<file path="config.mk">
export PLATFORM = sky130hd
export DESIGN_NAME = uart_tx_arb
export DESIGN_NICKNAME = d
export VERILOG_FILES = /design/src/rtl/uart_tx_arb.sv
export SDC_FILE = /design/constraint.sdc
export NUM_CORES = 1
export LEC_CHECK = 0
export ABC_AREA = 1
export ABC_CLOCK_PERIOD_IN_PS = 3150
export CAP_MARGIN = 5
export CORE_MARGIN = 2
export CORE_UTILIZATION = 35
export CTS_CLUSTER_DIAMETER = 30
export DETAILED_ROUTE_END_ITERATION = 8
export GPL_ROUTABILITY_DRIVEN = 0
export MAX_ROUTING_LAYER = met4
export PLACE_DENSITY_LB_ADDON = 0.08
export SETUP_SLACK_MARGIN = 0.3
export SLEW_MARGIN = 30
export SYNTH_ARGS = -nofsm -noshare
export SYNTH_HDL_FRONTEND = slang
export SYNTH_SLANG_ARGS = --single-unit
</file>
<file path="constraint.sdc">
create_clock -name clk -period 3.15 [get_ports clk]
set_clock_uncertainty 0.05 [all_clocks]
set_input_delay 0.63 -clock clk [delete_from_list [all_inputs] [get_ports clk]]
set_output_delay 0.63 -clock clk [all_outputs]
set_load 0.02 [all_outputs]
</file>
<file path="src/rtl/uart_tx_arb.sv">
// uart_tx_arb: four-requester arbiter sharing one UART byte serializer
//   clk, rst       : system clock, synchronous active-high reset
//   txck           : bit-rate strobe, one clk wide
//   req, pd0..pd3  : per-requester level request and byte
//   ack            : one-hot pulse, byte of that requester taken
//   gnt            : one-hot frame owner, held for the whole frame
//   busy, tstart   : frame in progress, one-cycle start strobe
//   txpd           : byte to the serializer, held until the next grant
//   UART_ARB_FIXPRI_EN: fixed priority (requester 0 highest) instead of round-robin
module uart_tx_arb #(
  parameter int FRAME_TICKS = 11
) (
  input  logic       clk,
  input  logic       rst,
  input  logic       txck,
  input  logic [3:0] req,
  input  logic [7:0] pd0,
  input  logic [7:0] pd1,
  input  logic [7:0] pd2,
  input  logic [7:0] pd3,
  output logic [3:0] ack,
  output logic [3:0] gnt,
  output logic       busy,
  output logic       tstart,
  output logic [7:0] txpd
);
  typedef enum logic {IDLE, BUSY} state_t;
  state_t state, nxt;
  logic [3:0] cnt, cnt_d, ack_d, gnt_d;
  logic [7:0] txpd_d, pd_w;
  logic [1:0] w;
  logic grab, fin, busy_d;
  assign grab = state == IDLE && |req;
  assign fin = state == BUSY && txck && cnt == 4'(FRAME_TICKS - 1);
  assign pd_w = w == 2'd0 ? pd0 : w == 2'd1 ? pd1 : w == 2'd2 ? pd2 : pd3;
`ifdef UART_ARB_FIXPRI_EN
  assign w = req[0] ? 2'd0 : req[1] ? 2'd1 : req[2] ? 2'd2 : 2'd3;
`else
  logic [1:0] ptr, own;
  logic [3:0] rot;
  // rot[i] is req[ptr+i], so the first set bit of rot is the search offset from ptr
  assign rot = 4'({req, req} >> ptr);
  assign w = ptr + (rot[0] ? 2'd0 : rot[1] ? 2'd1 : rot[2] ? 2'd2 : 2'd3);
  always_ff @(posedge clk) begin
    if (rst) begin
      ptr <= 2'd0;
      own <= 2'd0;
    end else if (grab) own <= w;
    else if (fin) ptr <= own + 2'd1;
  end
`endif
  always_ff @(posedge clk) begin
    if (rst) begin
      state <= IDLE;
      cnt <= 4'd0;
      ack <= 4'd0;
      gnt <= 4'd0;
      busy <= 1'b0;
      tstart <= 1'b0;
      txpd <= 8'h00;
    end else begin
      state <= nxt;
      cnt <= cnt_d;
      ack <= ack_d;
      gnt <= gnt_d;
      busy <= busy_d;
      tstart <= grab;
      txpd <= txpd_d;
    end
  end
  always_comb nxt = state == IDLE ? (|req ? BUSY : IDLE) : (fin ? IDLE : BUSY);
  always_comb begin
    ack_d = grab ? 4'b1 << w : 4'b0;
    gnt_d = grab ? 4'b1 << w : fin ? 4'b0 : gnt;
    busy_d = grab | (busy & ~fin);
    txpd_d = grab ? pd_w : txpd;
    cnt_d = grab ? 4'd0 : (state == BUSY && txck) ? cnt + 4'd1 : cnt;
  end
endmodule

</file>
Yosys cells after proc, flatten, opt, wreduce, memory -nomap -nowiden
Cells that the tools add are included.

word-level totals
  register bits = 27
  input port bits = 39
  output and inout port bits = 18
  logic and storage cells = 42

operators by class
  add/sub/neg operators = 3
  equality and inequality tests = 3
  shifts and indexed selects = 2
  multiplexer cells = 11
  bitwise logic cells = 5
  reduce and logical (&&, ||, !) cells = 9

operators with widths
  operator             number
  $mux 8               3
  $mux 4               2
  $shr 8x2->3          1
  $add 4x1->4 const B  1
  $eq 4x4->1 const B   1
  $mux 1               4
  $mux 2               2
  $reduce_or 2->1      2
  $reduce_or 4->1      1
  $shl 1x2->4 const A  1
  $logic_and 1x1->1    3
  $not 1->1            3
  $add 2x1->2 const B  1
  $add 2x2->2          1
  $eq 2x1->1 const B   1
  $eq 2x2->1 const B   1
  $logic_not 2->1      1
  $reduce_and 2->1     1
  $reduce_bool 2->1    1
  $and 1x1->1          1
  $or 1x1->1           1

Longest topological paths before layout
  word-level depth = 9
  gate-level depth with buffers = 15
  mapped depth without buffers = 15

Worst setup path before layout
OpenSTA, ideal clock, no wires.

  kind = input-to-reg
  start = input port req[1]
  end = register txpd[0]
  setup time = 112 ps
  data arrival time = 2,245 ps
  data required time = 2,988 ps
  setup slack = 743 ps
  stages = 13
  buffers on the path = 1
  cells stage by stage = inv_1 nand2_1 o21ai_1 o21ai_0 o21ai_0 ha_1 inv_1 clkbuf_1 nand3_4 o21ai_0 inv_1 nand2_1 nand2_1

on the way
  longest elaborated chain between the ends = 9
  elaborated cells on any way between the ends = 13
  classes of those cells = 1 x add/sub; 2 x eq/ne; 1 x shift; 6 x mux; 3 x reduce/logical

ends and longest elaborated chain
  what                    RTL line  text
  start: declaration      16        input logic [3:0] req,
  $shr 8x2->3 *           42        assign rot = 4'({req, req} >> ptr);
  $mux 1                  43        assign w = ptr + (rot[0] ? 2'd0 : rot[1] ? 2'd1 : rot[2] ? 2'd2 : 2'd3);
  $mux 2                  43
  $mux 2 *                43
  $add 2x2->2 *           43
  named net w[0]          31        logic [1:0] w;
  $eq 2x2->1              35        assign pd_w = w == 2'd0 ? pd0 : w == 2'd1 ? pd1 : w == 2'd2 ? pd2 : pd3;
  $mux 8 (2 in series)    35
  $mux 8 *                35
  end signal: assignment  68        txpd <= txpd_d;
  end: declaration        25        output logic [7:0] txpd

Mark *: on every way through the listed nets, which the timed path passes. The rest lies on a longest branch.
A chain may end at the register's enable or synchronous reset.

Final worst setup path
  start = input port req[1]
  end = register txpd[6]

The elaborated chain is that of the path after synthesis.

==> results by group <==
Critical path
  – Worst Path Buf+Inv: 4
  – Reg2reg start: ptr[0]
  – Worst-path maximum fanout: 13
  – Crit path top cell by count: nand2_1
  – Setup crit start kind: primary input
  – CP peak stage delay: 0.40 ns
  – Worst EP arrival: 2.73 ns
  – Worst Setup SP: req[1]
  – Critical Path RT: 3.32 ns
  – Crit end category: flip-flop
  – Setup CP Type: in2reg
  – Top delay family on crit path: buffers and inverters
  – Crit path max-delay cell type: clkdlybuf4s50_1
  – Critical-path cell list: clkdlybuf4s50_1 > inv_1 > nand2_1 > o21ai_1 > o21ai_0 > o21ai_0 > ha_1 > inv_1 > buf_4 > nand3_4 > nand2_1 > nand3_1 > nand2_1 > nand2_1 > nand2_1

STA
  – Final period utilization: 81.2%
  – Relative slew slack: between 70% and 80%
  – RSZ-0062 raised after global routing: false
  – Period minus WS final: 2.56 ns
  – Fin. max-slew vios: 0
  – F_max: 0.391 GHz
  – # setup viols final: 0
  – Sum Neg Setup Slack: 0 ns
  – Worst-margin pin slew: 0.434 ns
  – Hold Vio Cnt, Final: 0

Synth
  – Asr flop ratio synth: 0%
  – Main flop type after synthesis: dfxtp_1
  – Syn_nets: 253
  – Post-synth top area share: 36.2%
  – Register area share after synthesis: 36.2%
  – Synth cell count leaders: 53 x nand2_1, 39 x inv_1, 27 x dfxtp_1, 13 x nor2_1, 13 x o21ai_0
  – Largest cells by area after synthesis: dfxtp_1 36%, nand2_1 13%, inv_1 9.8%, o21ai_0 4.4%, o211ai_1 4.0%
  – Synth area leader: dfxtp_1
  – Number of flops mapped to enable cells by yosys: 0
  – Cell count after synthesis: between 200 and 250
  – Count leader, synth: nand2_1
  – Netlist cell types: 28
  – Cell Area, Synth: 0.00149 mm2
  – Yosys reg bits: 27
  – Avg Inst Size Synth: 7.07 um2
  – Syn. warnings: 0

Job
  – Max Cap Violations: 0

Clocking
  – Hold-fix buffers, CTS: 0
  – CTS tree: built
  – CTS Root Cell: clkbuf_8
  – Postcts setup bufs: 0
  – Post-CTS sizing: 0
  – Num CTS Buffers: 3
  – Clock slew at reported path FFs: 0.09 ns
  – # clock sinks: 27
  – Clock Path Buffers: 2
  – H-tree levels: 1
  – Worst-skew pair later-pin latency: between 0.2 and 0.3 ns

Floorplan
  – Die footprint: around 0.0048 mm2
  – Total core area: 0.00406 mm2
  – Rows: 23
  – Initial core utilization: 36.8%
  – Die height: 69.3 um
  – Ports: 57
  – Die Width: 69.3 um

Status
  – Status: complete, no violations

Worst hold path
  – Hold crit path type: reg2reg
  – Hold path start: txpd[3]

Drt
  – Via Count: around 1.5k
  – Remaining DRCs: 0
  – Via density: about 4.7
  – Total wire length: 3670 um
  – DR WL/cell: approximately 11 um
  – DR iter-0 viols: 47
  – TritonRoute pass-1 iters: 4
  – Routed Antenna Nets: 0

Placed design
  – Hpwl dp: slightly below 3000 um
  – I/O Buffers: 56

Layout
  – Share of cells above drive strength 1: 8.12%
  – Area delta synth->final: 46.3%
  – Final layout net count: ~310
  – Core Util, Final: a little over half
  – Antenna cells: 0

GRT
  – Pin count of the biggest net entering global routing: 17
  – First-pass GRT wire length: 6620 um
  – Initial antenna violation count: 0
  – Vias in the first global route: around 1.5k
  – Grt ovf: 0
  – All-layer global routing usage: 16.8%

Power and ir drop
  – P_leak: 1.03 nW
  – Worst vdd ir: 0.234 mV
  – Power Density: roughly 360 mW/mm2
layout by cell type (no fill, tap or decap):
cell type | netlist | layout
a31oi_1 | 1 | 1
inv_1 | 39 | 39
dfxtp_1 | 27 | 27
buf_4 | 0 | 4
nand2_1 | 53 | 53
clkbuf_8 | 0 | 3
nor2_1 | 13 | 13
nand3_2 | 3 | 2
clkbuf_1 | 4 | 1
ha_1 | 3 | 3
xor2_1 | 2 | 2
o21bai_4 | 1 | 1
o22ai_1 | 1 | 1
inv_2 | 1 | 1
nor2_2 | 1 | 1
o21ai_1 | 1 | 1
nand4_1 | 9 | 9
a21oi_1 | 5 | 5
a31o_2 | 2 | 2
nand2_4 | 2 | 2
nand3_4 | 3 | 4
clkdlybuf4s50_1 | 0 | 56
nor3_1 | 1 | 1
o211ai_1 | 8 | 8
nor4_1 | 1 | 1
a31o_1 | 2 | 2
o21ai_0 | 13 | 13
o31ai_1 | 1 | 1
nand3_1 | 11 | 11
nand2_2 | 2 | 2
o21a_1 | 1 | 1
kinds of logic (layout without fill, tap and decap cells):
| logic type | Yosys count | after routing | share of synthesized area [%] |
|---|---|---|---|
| AOI/OAI and AO/OA | 36 | 36 | 15.9 |
| xor gates and xnor gates | 2 | 2 | 1.17 |
| adders and majority gates | 3 | 3 | 2.52 |
| buffers and inverters | 44 | 104 | 11.1 |
| DFF | 27 | 27 | 36.2 |
| and+or+nand+nor | 99 | 99 | 33.1 |
report_power, final:
part / total, mW / leakage (nW) / internal, mW / switching [mW]
clock network: 0.195 / 0.0228 / 0.0905 / 0.105
registers: 0.375 / 0.222 / 0.364 / 0.0116
logic: 0.219 / 0.784 / 0.112 / 0.107
final timing paths:
kind | to | slack, ns | cells after the start
hold reg to reg | txpd[3] | 0.40 | 2
setup / recovery | txpd[6] | 0.59 | 15
hold / removal | txpd[3] | 0.40 | 2
setup reg to reg | txpd[6] | 0.86 | 15
flip-flops by register name, indices dropped and copies added (netlist names):
signal and cells:
busy 1, ptr 2, txpd 8, cnt 4
gnt 4, state 1, ack 4, tstart 1
own 2
per-stage QoR:
| stage | total power [mW] | hold WS, ns | setup WS (ns) | instances | cell area [um2] |
|---|---|---|---|---|---|
| finish | 0.789 | 0.405 | 0.592 | 321 | 2180 |
| CTS | 0.799 | 0.410 | 0.553 | 321 | 2170 |
| global placement | 0.603 | 0.393 | 0.303 | 317 | 2130 |
| floorplan | 0.491 | 0.373 | 0.743 | 211 | 1490 |
| detailed placement | 0.603 | 0.391 | 0.261 | 317 | 2130 |
| global route | 0.839 | 0.427 | 0.329 | 321 | 2180 |
layout make-up:
class,instances,area (um2)
flip-flops and latches,27,541
clock buffers,4,45.0
inverters,40,150
multi-input cells,140,793
repair buffers,60,591
well taps,50,62.6
fillers,432,1880
tightest hold or removal path, stage by stage (launching register included):
cell,delay [ns]
dfxtp_1,0.32
nand2_1,0.06
nand2_1,0.04
metal layers:
layer / up-vias / GRT usage [%] / routed length, um
met5: - / - / 0
met4: 0 / 1.31 / 17
met3: 2 / 3.63 / 187
met2: 46 / 29.5 / 1690
met1: 645 / 20.7 / 1770
li1: 803 / - / -
Power figures use the tool's default switching activity.
==> RTL edit 1 (config.mk and constraints unchanged) <==
Build with the macro `UART_ARB_FIXPRI_EN` defined.
--- a/src/rtl/uart_tx_arb.sv
+++ b/src/rtl/uart_tx_arb.sv
@@ -7,6 +7,8 @@
 //   busy, tstart   : frame in progress, one-cycle start strobe
 //   txpd           : byte to the serializer, held until the next grant
 //   UART_ARB_FIXPRI_EN: fixed priority (requester 0 highest) instead of round-robin
+`define UART_ARB_FIXPRI_EN
+
 module uart_tx_arb #(
   parameter int FRAME_TICKS = 11
 ) (
Formal check against the unedited RTL: same outputs for any inputs over 10 cycles, from zero or initial values and one cycle with rst high; that may be too few to reach the edited logic, so the function may still have changed.
==> RTL edit 1 against the original RTL <==
Final area shrank 15%; maximum frequency rose by 30%; wire length decreased by 22%; synthesized cell count decreased by 7.6%; worst setup slack improved by 590 ps; sequential cell count shrank 4; synthesized area down 16%; non-clock buffer count fell by 4; total power shrank 16%.
==> RTL edit 1: results <==
[run_status]
status = finished, final reports clean

[synthesis]
synthAdderAreaFrac_pct = 1.99
syn_inst = 195
ys_top_cells_by_count = nand2_1 (75), inv_1 (35), nand3_1 (28), dfxtp_1 (23), nor2_1 (9)
synthTopCellsByArea = dfxtp_1 (37%), nand2_1 (22%), nand3_1 (11%)
ys_types = 21
synth-xor-area-share_pct = 1.39

[setup_path]
r2r_start = cnt[0]
rrSetupSlack_ps = 1880
reg2regPathDepth = 4
rr_endpoint = cnt[1]
startpoint = txpd[5]
cp_max_fo = 2
slowest_delay_ps = 610
cp.arrival_ps = 1290

[detailed_routing]
wl_per_cell_um = 9.64

[hold_path]
min_from = busy

[global_routing]
grt_max_degree = 14
use_met2_pct = 27.6

[pwr]
leakage_nw = 0.966
ir_worst_vdd_mv = 0.218

[placement]
place_inst = 292

[sta]
fin_hold_ws_ps = 425
worst_pin_slew_ps = 537

[finish]
fillers = 343

[clock_tree]
cts_root_buffer = clkbuf_4
[RTL edit 1: final cells by class]
type                    instances  area (µm²)  area share, %
clock buffers                   3        22.5           1.21
clock inverters                 1        5.00          0.268
multi-input cells             130         619           33.2
inverters                      37         139           7.45
repair buffers                 56         561           30.1
well taps                      46        57.6           3.09
flip-flops and latches         23         460           24.7
[RTL edit 1: power breakdown]
part | switching [W] | internal, W | total, W
Combinational | 0.000102 | 0.000101 | 0.000203
Sequential | 0.0000121 | 0.000314 | 0.000326
Clock | 0.0000840 | 0.0000473 | 0.000131
Total | 0.000198 | 0.000462 | 0.000661
[RTL edit 1: routing by layer]
metal / vias up / routed length, µm
li1: 692 / -
met1: 546 / 1320
met2: 35 / 1410
met3: 2 / 98
met4: 0 / 19
met5: - / 0
[RTL edit 1: worst max-delay path by stage]
stage / depth (start not counted) / end
floorplan: 8 / gnt[2]
global placement: 8 / txpd[4]
detailed placement: 8 / txpd[4]
CTS: 1 / txpd[5]
global route: 8 / txpd[1]
finish: 1 / txpd[5]
[RTL edit 1: kinds of logic after synthesis]
group	after synthesis
AND/OR/NAND/NOR	119
XOR/XNOR	2
buffers and inverters	42
adder cells (fa/ha/maj)	2
flip-flops	23
AO/OA/AOI/OAI	7
[RTL edit 1: through the flow]
stage	setup WS, ps	power, W	utilization (%)
floorplan	1660	0.000438	-
global placement	855	0.000539	54.2
detailed placement	877	0.000537	54.2
CTS	1160	0.000671	55.0
global route	1050	0.000710	55.0
finish	1180	0.000661	55.0
==> RTL edit 2 (same flow settings) <==
Made on the original files. One comparison of `cnt` changes from == to >=.
--- a/src/rtl/uart_tx_arb.sv
+++ b/src/rtl/uart_tx_arb.sv
@@ -31,7 +31,7 @@
   logic [1:0] w;
   logic grab, fin, busy_d;
   assign grab = state == IDLE && |req;
-  assign fin = state == BUSY && txck && cnt == 4'(FRAME_TICKS - 1);
+  assign fin = state == BUSY && txck && cnt >= 4'(FRAME_TICKS - 1);
   assign pd_w = w == 2'd0 ? pd0 : w == 2'd1 ? pd1 : w == 2'd2 ? pd2 : pd3;
 `ifdef UART_ARB_FIXPRI_EN
   assign w = req[0] ? 2'd0 : req[1] ? 2'd1 : req[2] ? 2'd2 : 2'd3;
Behaviour: no difference found for any inputs over 10 cycles, from zero or initial values and one cycle with rst high; that may be too few to reach the edited logic, so the function may still have changed.
==> RTL edit 2 against the original RTL <==
Count of clock-buffer cells in the layout decreased by 1; wire length decreased by 1.7%; maximum frequency increased by 2.0%; final area increased by 0.57%; worst setup slack improved by 50 ps; largest cell class unchanged; total power decreased by 0.17%; synthesized area increased by 0.42%; critical path type unchanged; worst hold slack got worse by 1.2 ps; sequential cell count unchanged.
==> RTL edit 2: results <==
[global_routing]
grt.total_usage_pct = 16.4
grt_pass1_vias = 1561
grt_pass1_wl_um = 6530

[hold_path]
min_from = txpd[6]
hold_end = txpd[6]

[run_status]
status = finished, final reports clean

[finish]
post-route-util_pct = 54.1
drive_above_1_share_pct = 9.26
fillers = 406

[pwr]
ir_worst_vdd_mv = 0.270
leakage_nw = 1.02
p_int_w = 0.000565

[detailed_routing]
wl_met2_um = 1730
routed-via-count = 1513
detail_route.iter0.violations = 75
routed-wl-met3_um = 210
drt-total-wl_um = 3600
wl_met1_um = 1650

[synthesis]
synth-compound-area-share_pct = 17.2
ys_types = 30
synthTopCellsByArea = dfxtp_1 (36%), nand2_1 (13%), inv_1 (9.5%)
synthAdderAreaFrac_pct = 2.51
synth_fp_nets = 252
ys_top_cells_by_count = nand2_1 (53), inv_1 (38), dfxtp_1 (27), nor2_1 (14), o21ai_0 (12)
synth-xor-area-share_pct = 0.585
synth_area_per_cell_um2 = 7.13

[setup_path]
rrSetupSlack_ps = 900
rr_endpoint = gnt[1]
slowest_delay_ps = 440

[sta]
timing.final.crit_share_pct = 79.6
worst_pin_slew_ps = 720

[placement]
dpl-instance-area_um2 = 2140
-- RTL edit 2: cell types whose count changed after synthesis, sizes merged --
cell | unedited run | this run
a211oi | 0 | 2
o21ai | 14 | 13
and3 | 0 | 1
o311ai | 0 | 1
nor2 | 14 | 15
inv | 40 | 39
a21oi | 5 | 4
nand4 | 9 | 8
xor2 | 2 | 1
nor4 | 1 | 0
-- RTL edit 2: layout make-up --
cell class / count / share of cell area (%)
tap: 50 / 2.85
multi-input combinational: 140 / 36.7
clock buffer: 3 / 1.88
sequential: 27 / 24.6
clock inverter: 1 / 0.342
timing repair buffer: 60 / 26.9
inverter: 39 / 6.67
-- RTL edit 2: worst max-delay path: cells and delay by family --
family	cells	cell delay [ps]
AND/OR/NAND/NOR	6	840
buffers and inverters	1	440
AO/OA/AOI/OAI	3	430
adder cells (fa/ha/maj)	1	260
-- RTL edit 2: routing by layer --
layer	GRT usage (%)	up-vias
li1	-	804
met1	20.0	665
met5	-	-
met3	3.63	2
met4	1.31	0
met2	29.1	42
